[config.mk]
export PLATFORM = sky130hd
export DESIGN_NAME = lcd_pattern_gen_flat
export DESIGN_NICKNAME = d
export VERILOG_FILES = /design/src/rtl/lcd_defs.sv /design/src/rtl/lcd_pattern_gen_if.sv /design/src/rtl/btn_edge.sv /design/src/rtl/lcd_pattern_gen.sv /design/src/flat_wrapper.sv
export SDC_FILE = /design/constraint.sdc
export NUM_CORES = 1
export LEC_CHECK = 0
export ABC_CLOCK_PERIOD_IN_PS = 2950
export CORE_UTILIZATION = 50
export DETAILED_ROUTE_END_ITERATION = 6
export PLACE_DENSITY_LB_ADDON = 0.15
export SYNTH_ARGS = -nofsm -noshare
export SYNTH_HDL_FRONTEND = slang
export SYNTH_HIERARCHICAL = 1
export SYNTH_SLANG_ARGS = --single-unit
export TNS_END_PERCENT = 30
[constraint.sdc]
create_clock -name CLK -period 2.95 [get_ports CLK]
set_clock_uncertainty 0.05 [all_clocks]
set_input_delay 0.295 -clock CLK [delete_from_list [all_inputs] [get_ports CLK]]
set_output_delay 0.295 -clock CLK [all_outputs]
set_load 0.02 [all_outputs]
[src/rtl/lcd_defs.sv]
// Shared LTM panel definitions: active geometry, pattern codes, colour-bar table,
// and the pipeline stage records used by lcd_pattern_gen.
package lcd_defs;

  localparam int unsigned H_ACT = 800;
  localparam int unsigned V_ACT = 480;
  localparam int unsigned CW    = 11;

  typedef enum logic [1:0] {
    BARS   = 2'd0,
    GRID   = 2'd1,
    GRAD   = 2'd2,
    SQUARE = 2'd3
  } pat_e;

  localparam logic [23:0] WHITE = 24'hFFFFFF;
  localparam logic [23:0] SQ_BG = 24'h000040;

  // Index 0 is the leftmost bar.
  localparam logic [0:7][23:0] BAR_RGB = {
    24'hFFFFFF, 24'hFFFF00, 24'h00FFFF, 24'h00FF00,
    24'hFF00FF, 24'hFF0000, 24'h0000FF, 24'h000000
  };

  typedef struct packed {
    logic       den;
    logic       hd;
    logic       vd;
    logic       in_rng;
    logic [2:0] bar;
    logic       grid;
    logic       sq;
    logic [7:0] grad_r;
    logic [7:0] grad_g;
  } s1_t;

  typedef struct packed {
    logic        den;
    logic        hd;
    logic        vd;
    logic [23:0] rgb;
  } s2_t;

  localparam s1_t S1_RST = '{den: 1'b0, hd: 1'b1, vd: 1'b1, in_rng: 1'b0, bar: 3'd0,
                             grid: 1'b0, sq: 1'b0, grad_r: 8'd0, grad_g: 8'd0};
  localparam s2_t S2_RST = '{den: 1'b0, hd: 1'b1, vd: 1'b1, rgb: 24'd0};

endpackage

[src/rtl/lcd_pattern_gen_if.sv]
// Raster in (from lcd_sync) and pixel/sync out (to the panel) for lcd_pattern_gen.
interface lcd_pattern_gen_if;
  logic        DEN;
  logic        HD;
  logic        VD;
  logic [9:0]  fila;
  logic [10:0] columna;
  logic [7:0]  R;
  logic [7:0]  G;
  logic [7:0]  B;
  logic        HD_O;
  logic        VD_O;
  logic        DEN_O;
  logic [1:0]  PAT;

  modport master (
    output DEN, HD, VD, fila, columna,
    input  R, G, B, HD_O, VD_O, DEN_O, PAT
  );

  modport slave (
    input  DEN, HD, VD, fila, columna,
    output R, G, B, HD_O, VD_O, DEN_O, PAT
  );
endinterface

[src/rtl/btn_edge.sv]
// Push-button conditioning: 2-flop synchroniser followed by a rising-edge detector
// producing a single-cycle PULSE.
module btn_edge (
  input  logic CLK,
  input  logic RST,
  input  logic BTN,
  output logic PULSE
);

  // [0],[1] synchronise; [2] holds the previous synchronised level.
  logic [2:0] sync_d, sync_q;

  always_comb sync_d = {sync_q[1:0], BTN};

  always_ff @(posedge CLK) begin
    if (RST) sync_q <= '0;
    else     sync_q <= sync_d;
  end

  assign PULSE = sync_q[1] & ~sync_q[2];

endmodule

[src/rtl/lcd_pattern_gen.sv]
// Test-pattern pixel source behind lcd_sync: 2-stage pipeline, button-selected pattern
// switched at frame boundaries. Optional auto-rotation: LCD_PATTERN_AUTO_CYCLE_EN.
module lcd_pattern_gen
  import lcd_defs::*;
#(
  parameter int unsigned SQ      = 64,
  parameter int unsigned SQ_STEP = 4
`ifdef LCD_PATTERN_AUTO_CYCLE_EN
  , parameter int unsigned AUTO_N = 120
`endif
) (
  input  logic             CLK,
  input  logic             RST,
  input  logic             BTN,
  lcd_pattern_gen_if.slave bus
);

  localparam logic [CW-1:0] H_ACT_C  = CW'(H_ACT);
  localparam logic [CW-1:0] H_LAST   = CW'(H_ACT - 1);
  localparam logic [CW-1:0] V_LAST   = CW'(V_ACT - 1);
  localparam logic [CW-1:0] GRAD_SAT = CW'(1020);
  localparam int unsigned   BAR_W    = H_ACT / 8;
  localparam logic [CW-1:0] SQ_Y0    = CW'(V_ACT / 2 - SQ / 2);
  localparam logic [CW-1:0] SQ_Y1    = CW'(V_ACT / 2 + SQ / 2 - 1);
  localparam logic [CW-1:0] SQ_SPAN  = CW'(SQ - 1);
  localparam logic [CW-1:0] SQ_ADV   = CW'(SQ_STEP);
  localparam logic [CW-1:0] SQ_REACH = CW'(SQ_STEP + SQ);

  logic [CW-1:0] col, fil;
  s1_t           s1_d, s1_q;
  s2_t           s2_d, s2_q;
  pat_e          pat_d, pat_q;
  logic          pend_d, pend_q;
  logic [CW-1:0] sqx_d, sqx_q;
  logic          pulse, auto_set, fb;

  btn_edge u_btn (.CLK(CLK), .RST(RST), .BTN(BTN), .PULSE(pulse));

  assign col = bus.columna;
  assign fil = {1'b0, bus.fila};

  // Stage 1: register the raster inputs together with every region decision.
  always_comb begin
    s1_d        = S1_RST;
    s1_d.den    = bus.DEN;
    s1_d.hd     = bus.HD;
    s1_d.vd     = bus.VD;
    s1_d.in_rng = col < H_ACT_C;
    s1_d.bar    = 3'd0;
    for (int k = 1; k < 8; k++)
      if (col >= CW'(k * BAR_W)) s1_d.bar = 3'(k);
    s1_d.grid   = (col[4:0] == 5'd0) || (fil[4:0] == 5'd0) || (col == H_LAST) || (fil == V_LAST);
    s1_d.grad_r = (col >= GRAD_SAT) ? 8'hFF : col[9:2];
    s1_d.grad_g = fil[8:1];
    s1_d.sq     = (col >= sqx_q) && (col <= sqx_q + SQ_SPAN) && (fil >= SQ_Y0) && (fil <= SQ_Y1);
  end

  // Stage 2: colour; blanking and out-of-range pixels are black.
  always_comb begin
    s2_d     = S2_RST;
    s2_d.den = s1_q.den;
    s2_d.hd  = s1_q.hd;
    s2_d.vd  = s1_q.vd;
    if (s1_q.den && s1_q.in_rng) begin
      case (pat_q)
        BARS:   s2_d.rgb = BAR_RGB[s1_q.bar];
        GRID:   s2_d.rgb = s1_q.grid ? WHITE : 24'h000000;
        GRAD:   s2_d.rgb = {s1_q.grad_r, s1_q.grad_g, 8'h40};
        SQUARE: s2_d.rgb = s1_q.sq ? WHITE : SQ_BG;
      endcase
    end
  end

  // End of vsync: stage-1 VD high while stage-2 VD still low.
  assign fb = s1_q.vd & ~s2_q.vd;

`ifdef LCD_PATTERN_AUTO_CYCLE_EN
  localparam int unsigned FC_W = (AUTO_N > 1) ? $clog2(AUTO_N) : 1;
  logic [FC_W-1:0] fcnt_d, fcnt_q;

  always_comb begin
    fcnt_d   = fcnt_q;
    auto_set = 1'b0;
    if (fb) begin
      if (fcnt_q == FC_W'(AUTO_N - 1)) begin
        fcnt_d   = '0;
        auto_set = 1'b1;
      end else begin
        fcnt_d = fcnt_q + FC_W'(1);
      end
    end
  end

  always_ff @(posedge CLK) begin
    if (RST) fcnt_q <= '0;
    else     fcnt_q <= fcnt_d;
  end
`else
  assign auto_set = 1'b0;
`endif

  // A request raised in the fb cycle itself is kept for the following boundary.
  always_comb begin
    pat_d  = pat_q;
    pend_d = pend_q;
    sqx_d  = sqx_q;
    if (fb) begin
      sqx_d = (sqx_q + SQ_REACH > H_ACT_C) ? '0 : sqx_q + SQ_ADV;
      if (pend_q) begin
        pat_d  = pat_e'(pat_q + 2'd1);
        pend_d = 1'b0;
      end
    end
    if (pulse || auto_set) pend_d = 1'b1;
  end

  always_ff @(posedge CLK) begin
    if (RST) begin
      s1_q   <= S1_RST;
      s2_q   <= S2_RST;
      pat_q  <= BARS;
      pend_q <= 1'b0;
      sqx_q  <= '0;
    end else begin
      s1_q   <= s1_d;
      s2_q   <= s2_d;
      pat_q  <= pat_d;
      pend_q <= pend_d;
      sqx_q  <= sqx_d;
    end
  end

  assign bus.R     = s2_q.rgb[23:16];
  assign bus.G     = s2_q.rgb[15:8];
  assign bus.B     = s2_q.rgb[7:0];
  assign bus.HD_O  = s2_q.hd;
  assign bus.VD_O  = s2_q.vd;
  assign bus.DEN_O = s2_q.den;
  assign bus.PAT   = pat_q;

endmodule

[src/flat_wrapper.sv]
// flat-port wrapper written by rule: the top's interface ports become plain ports
module lcd_pattern_gen_flat import lcd_defs::*;
#(
  parameter int unsigned SQ      = 64,
  parameter int unsigned SQ_STEP = 4

)
  (CLK, RST, BTN, bus_DEN, bus_HD, bus_VD, bus_fila, bus_columna, bus_R, bus_G, bus_B, bus_HD_O, bus_VD_O, bus_DEN_O, bus_PAT);
  lcd_pattern_gen_if bus_i ();
  input  logic CLK;
  input  logic RST;
  input  logic BTN;
  input wire logic [$bits(bus_i.DEN)-1:0] bus_DEN;
  input wire logic [$bits(bus_i.HD)-1:0] bus_HD;
  input wire logic [$bits(bus_i.VD)-1:0] bus_VD;
  input wire logic [$bits(bus_i.fila)-1:0] bus_fila;
  input wire logic [$bits(bus_i.columna)-1:0] bus_columna;
  output wire logic [$bits(bus_i.R)-1:0] bus_R;
  output wire logic [$bits(bus_i.G)-1:0] bus_G;
  output wire logic [$bits(bus_i.B)-1:0] bus_B;
  output wire logic [$bits(bus_i.HD_O)-1:0] bus_HD_O;
  output wire logic [$bits(bus_i.VD_O)-1:0] bus_VD_O;
  output wire logic [$bits(bus_i.DEN_O)-1:0] bus_DEN_O;
  output wire logic [$bits(bus_i.PAT)-1:0] bus_PAT;
  assign bus_i.DEN = bus_DEN;
  assign bus_i.HD = bus_HD;
  assign bus_i.VD = bus_VD;
  assign bus_i.fila = bus_fila;
  assign bus_i.columna = bus_columna;
  assign bus_R = bus_i.R;
  assign bus_G = bus_i.G;
  assign bus_B = bus_i.B;
  assign bus_HD_O = bus_i.HD_O;
  assign bus_VD_O = bus_i.VD_O;
  assign bus_DEN_O = bus_i.DEN_O;
  assign bus_PAT = bus_i.PAT;
  lcd_pattern_gen #(.SQ(SQ), .SQ_STEP(SQ_STEP)) u_core (.CLK(CLK), .RST(RST), .BTN(BTN), .bus(bus_i));
endmodule
==> impl_metrics.json, run 1 <==
{
  "slew_headroom": 0.614,
  "finalMaxSlewViolations": 0,
  "gp_congestion": 0.893,
  "crit_path_end_kind": "flop",
  "pwr-share-clk": 0.413,
  "hold_depth": 1,
  "grt_pass1_wl_um": 11300,
  "rr_endpoint": "u_core/s1_q[16]",
  "worst_slew_pin_slew_ns": 0.577,
  "fin_tns_setup_ns": 0,
  "period_needed_ns": 2.55,
  "grt_setup_unrepaired": "false",
  "pwr-share-comb": 0.105,
  "cts_max_level": 3,
  "async_reset_ff_frac": 0,
  "yosys_warnings": 6,
  "drt_iter0_drc": 161,
  "cts_buffers": 9,
  "slowest_stage": "dfxtp_1",
  "routedWlPerCell_um": 14.2,
  "final_common_cell": "dfxtp_1",
  "regToRegStartpoint": "u_core/sqx_q[2]",
  "r2r_slack_ns": 0.40,
  "peakVddDrop_v": 0.000314,
  "min_from": "u_core/s1_q[23]",
  "yosysTopAreaCell": "dfxtp_1",
  "use_met2": 0.392,
  "cts_setup_buffers": 0,
  "synth-edff-count": 0,
  "required_ns": 3.16,
  "num_rows": 28,
  "cts_tree": "built",
  "globalRouteMet1Util": 0.280,
  "crit_family": "compound AO/OA/AOI/OAI gates",
  "synth_nets": 407,
  "grt_use_met3": 0.0461,
  "antenna_found_initial": 0,
  "num_antenna_cells": 0,
  "setup_viol": 0,
  "final_hold_viol_count": 0,
  "drv_cap": 0,
  "root_buffer": "clkbuf_8",
  "max_stage_delay_ns": 0.43,
  "avgSynthCellArea_um2": 8.82,
  "switchingPower_uw": 450,
  "drive_gt1_frac": 0.0817,
  "syn_inst": 355,
  "die_h_um": 81.1,
  "crit_buf_inv": 1,
  "yosys.cell_types.count": 52,
  "critPathKind": "reg -> reg",
  "syn_area_um2": 3130,
  "ios": 56,
  "pwr-share-seq": 0.482,
  "period_share": 0.865,
  "ant_nets": 0,
  "clk_latency_ns": 0.35,
  "synth-seq-area-share": 0.390,
  "grt_pass1_vias": 2405,
  "synth_top_area_frac": 0.390,
  "cp_data_arrival_time_ns": 2.76,
  "p_sw_frac": 0.252,
  "crit_chain": "inv_1, ha_1, and3_1, nor2_1, xnor2_1, ha_1, a211o_1, a211oi_1, o21ai_0, a211oi_1",
  "ys_ff_latch": 61,
  "worstPathMaxFanout": 7,
  "num_vias": 2647,
  "p_leak_uw": 0.00149,
  "p_int_uw": 1330,
  "areaGrowthSynthToFinish_pct": 22.0,
  "start_util": 0.523,
  "fp.dieW_um": 81.1,
  "die-area_um2": 6580,
  "powerDensity_nw_per_um2": 467,
  "cp_num_cells": 10,
  "portBuffers": 55,
  "viasPerCell": 5.53,
  "drt_wl_total_um": 6790,
  "place_hpwl_um": 5000,
  "min_to": "u_core/bus.HD_O",
  "first_pass_iters": 4,
  "overflow": 0,
  "remaining_drc_errors": 0,
  "synthFlopType": "dfxtp_1",
  "hold_class": "reg -> reg",
  "hold_slack_ns": 0.364,
  "cts.repair.resized": 0,
  "layout_common_cells": "61 x dfxtp_1, 55 x clkdlybuf4s50_1, 37 x nor2_1",
  "grt_max_degree": 32,
  "hold_buffers": 0,
  "final_cell_area_um2": 3820,
  "cts_max_path_buffers": 2,
  "dpl_cell_area_um2": 3620,
  "fp.coreArea_um2": 5990,
  "max_freq_mhz": 392,
  "grt_util_all_layers": 0.228,
  "grt_most_used_layer": "met2",
  "fin_nets": 451,
  "start_kind": "flop",
  "clock_sinks": 61,
  "synthTopCellsByArea": "dfxtp_1 39%, ha_1 10%, a21oi_1 5.1%",
  "clk_pin_slew_ns": 0.07,
  "outcome": "completed",
  "reg2reg_depth": 10
}
-- metal layers --
layer	routed length (µm)	up-vias
met2	3340	64
li1	-	1337
met5	0	-
met1	3040	1233
met3	330	13
met4	86	0
-- worst max path at each step --
stage                    startpoint               to  slack [ns]
floorplan           u_core/sqx_q[2]  u_core/s1_q[16]        0.63
global placement    u_core/sqx_q[2]  u_core/s1_q[16]        0.51
detailed placement  u_core/sqx_q[2]  u_core/s1_q[16]        0.42
CTS                 u_core/sqx_q[2]  u_core/s1_q[16]        0.39
global route        u_core/sqx_q[2]  u_core/s1_q[16]        0.13
finish              u_core/sqx_q[2]  u_core/s1_q[16]        0.40
-- worst register-to-register path, delay by kind of cell, from the launching register on --
kind	cells	cell delay (ns)
compound gates	4	0.84
xor+xnor	1	0.13
fa+ha+maj	2	0.52
buf+inv	1	0.14
flops	1	0.43
simple gates	2	0.35
-- sequential cells by signal, indices dropped and copies added, names as in the netlist --
name,count
u_core/bus.DEN_O,1
u_core/bus.G,8
u_core/bus.VD_O,1
u_core/bus.R,8
u_core/pend_q,1
u_core/u_btn/sync_q,3
u_core/bus.PAT,2
u_core/bus.HD_O,1
u_core/s1_q,25
u_core/sqx_q,9
u_core/bus.B,2
-- per-stage QoR --
stage,total power [µW],utilization,setup slack (ns),instances
after floorplan,980,-,0.626,355
after global placement,1060,0.605,0.508,463
after detailed placement,1060,0.605,0.421,463
after CTS,1800,0.638,0.391,479
after global routing,1860,0.638,0.129,479
final,1780,0.638,0.397,479
-- synthesized netlist by cell type, types with 2 or more instances --
master and n:
a211oi_1 3, a21o_1 12, a21oi_1 32, a221oi_1 4
a31oi_1 2, buf_2 2, buf_4 8, buf_6 3
clkbuf_1 10, clkbuf_8 3, dfxtp_1 61, ha_1 25
inv_1 13, nand2_1 33, nand2b_1 5, nand3_1 10
nand3b_1 2, nand4_1 10, nand4b_1 3, nor2_1 37
nor2b_1 15, nor3_1 5, nor4_1 3, o211ai_1 3
o21a_1 3, o21ai_0 6, o22ai_1 2, o22ai_2 2
or2_2 4, or3_1 3, or4_1 2, xnor2_1 9
-- power by group through the flow --
stage / Clock, µW / Combinational, µW / Sequential, µW
after detailed placement: 0 / 187 / 878
after global placement: 0 / 185 / 877
after global routing: 794 / 209 / 862
final: 737 / 187 / 859
after floorplan: 0 / 98.5 / 882
after CTS: 750 / 187 / 859
-- layout make-up --
| class | count | area (µm²) |
|---|---|---|
| Fill cell | 505 | 2170 |
| Multi-Input combinational cell | 255 | 1680 |
| Sequential cell | 61 | 1220 |
| Timing Repair Buffer | 59 | 581 |
| Clock buffer | 9 | 124 |
| Tap cell | 75 | 93.8 |
| Clock inverter | 7 | 73.8 |
| Inverter | 13 | 48.8 |
-- logic make-up (layout without fill, tap and decap cells) --
kind of cell / count (synthesis) / after routing / synth area share
buffers and inverters: 39 / 88 / 0.0739
DFF: 61 / 61 / 0.390
adders and majority gates: 25 / 25 / 0.0999
and+or+nand+nor: 138 / 138 / 0.221
muxes: 1 / 1 / 0.00320
AOI/OAI and AO/OA: 82 / 82 / 0.187
xor gates and xnor gates: 9 / 9 / 0.0252
(Power assumes the default switching activity.)
==> run 2: changes to the inputs <==
--- a/config.mk
+++ b/config.mk
@@ -7,6 +7,7 @@
 export LEC_CHECK = 0
 export ABC_CLOCK_PERIOD_IN_PS = 2950
 export CORE_UTILIZATION = 50
+export CTS_BUF_LIST = sky130_fd_sc_hd__clkbuf_8 sky130_fd_sc_hd__clkbuf_16
 export DETAILED_ROUTE_END_ITERATION = 6
 export PLACE_DENSITY_LB_ADDON = 0.15
 export SYNTH_ARGS = -nofsm -noshare
==> results of run 2 <==
No change in the layout: final DEF, timing and power equal those of run 1.
==> run 3: changes to the inputs <==
--- a/config.mk
+++ b/config.mk
@@ -5,7 +5,6 @@
 export SDC_FILE = /design/constraint.sdc
 export NUM_CORES = 1
 export LEC_CHECK = 0
-export ABC_CLOCK_PERIOD_IN_PS = 2950
 export CORE_UTILIZATION = 50
 export CTS_BUF_LIST = sky130_fd_sc_hd__clkbuf_8 sky130_fd_sc_hd__clkbuf_16
 export DETAILED_ROUTE_END_ITERATION = 6
==> results of run 3 <==
No change in the layout: final DEF, timing and power equal those of run 1.
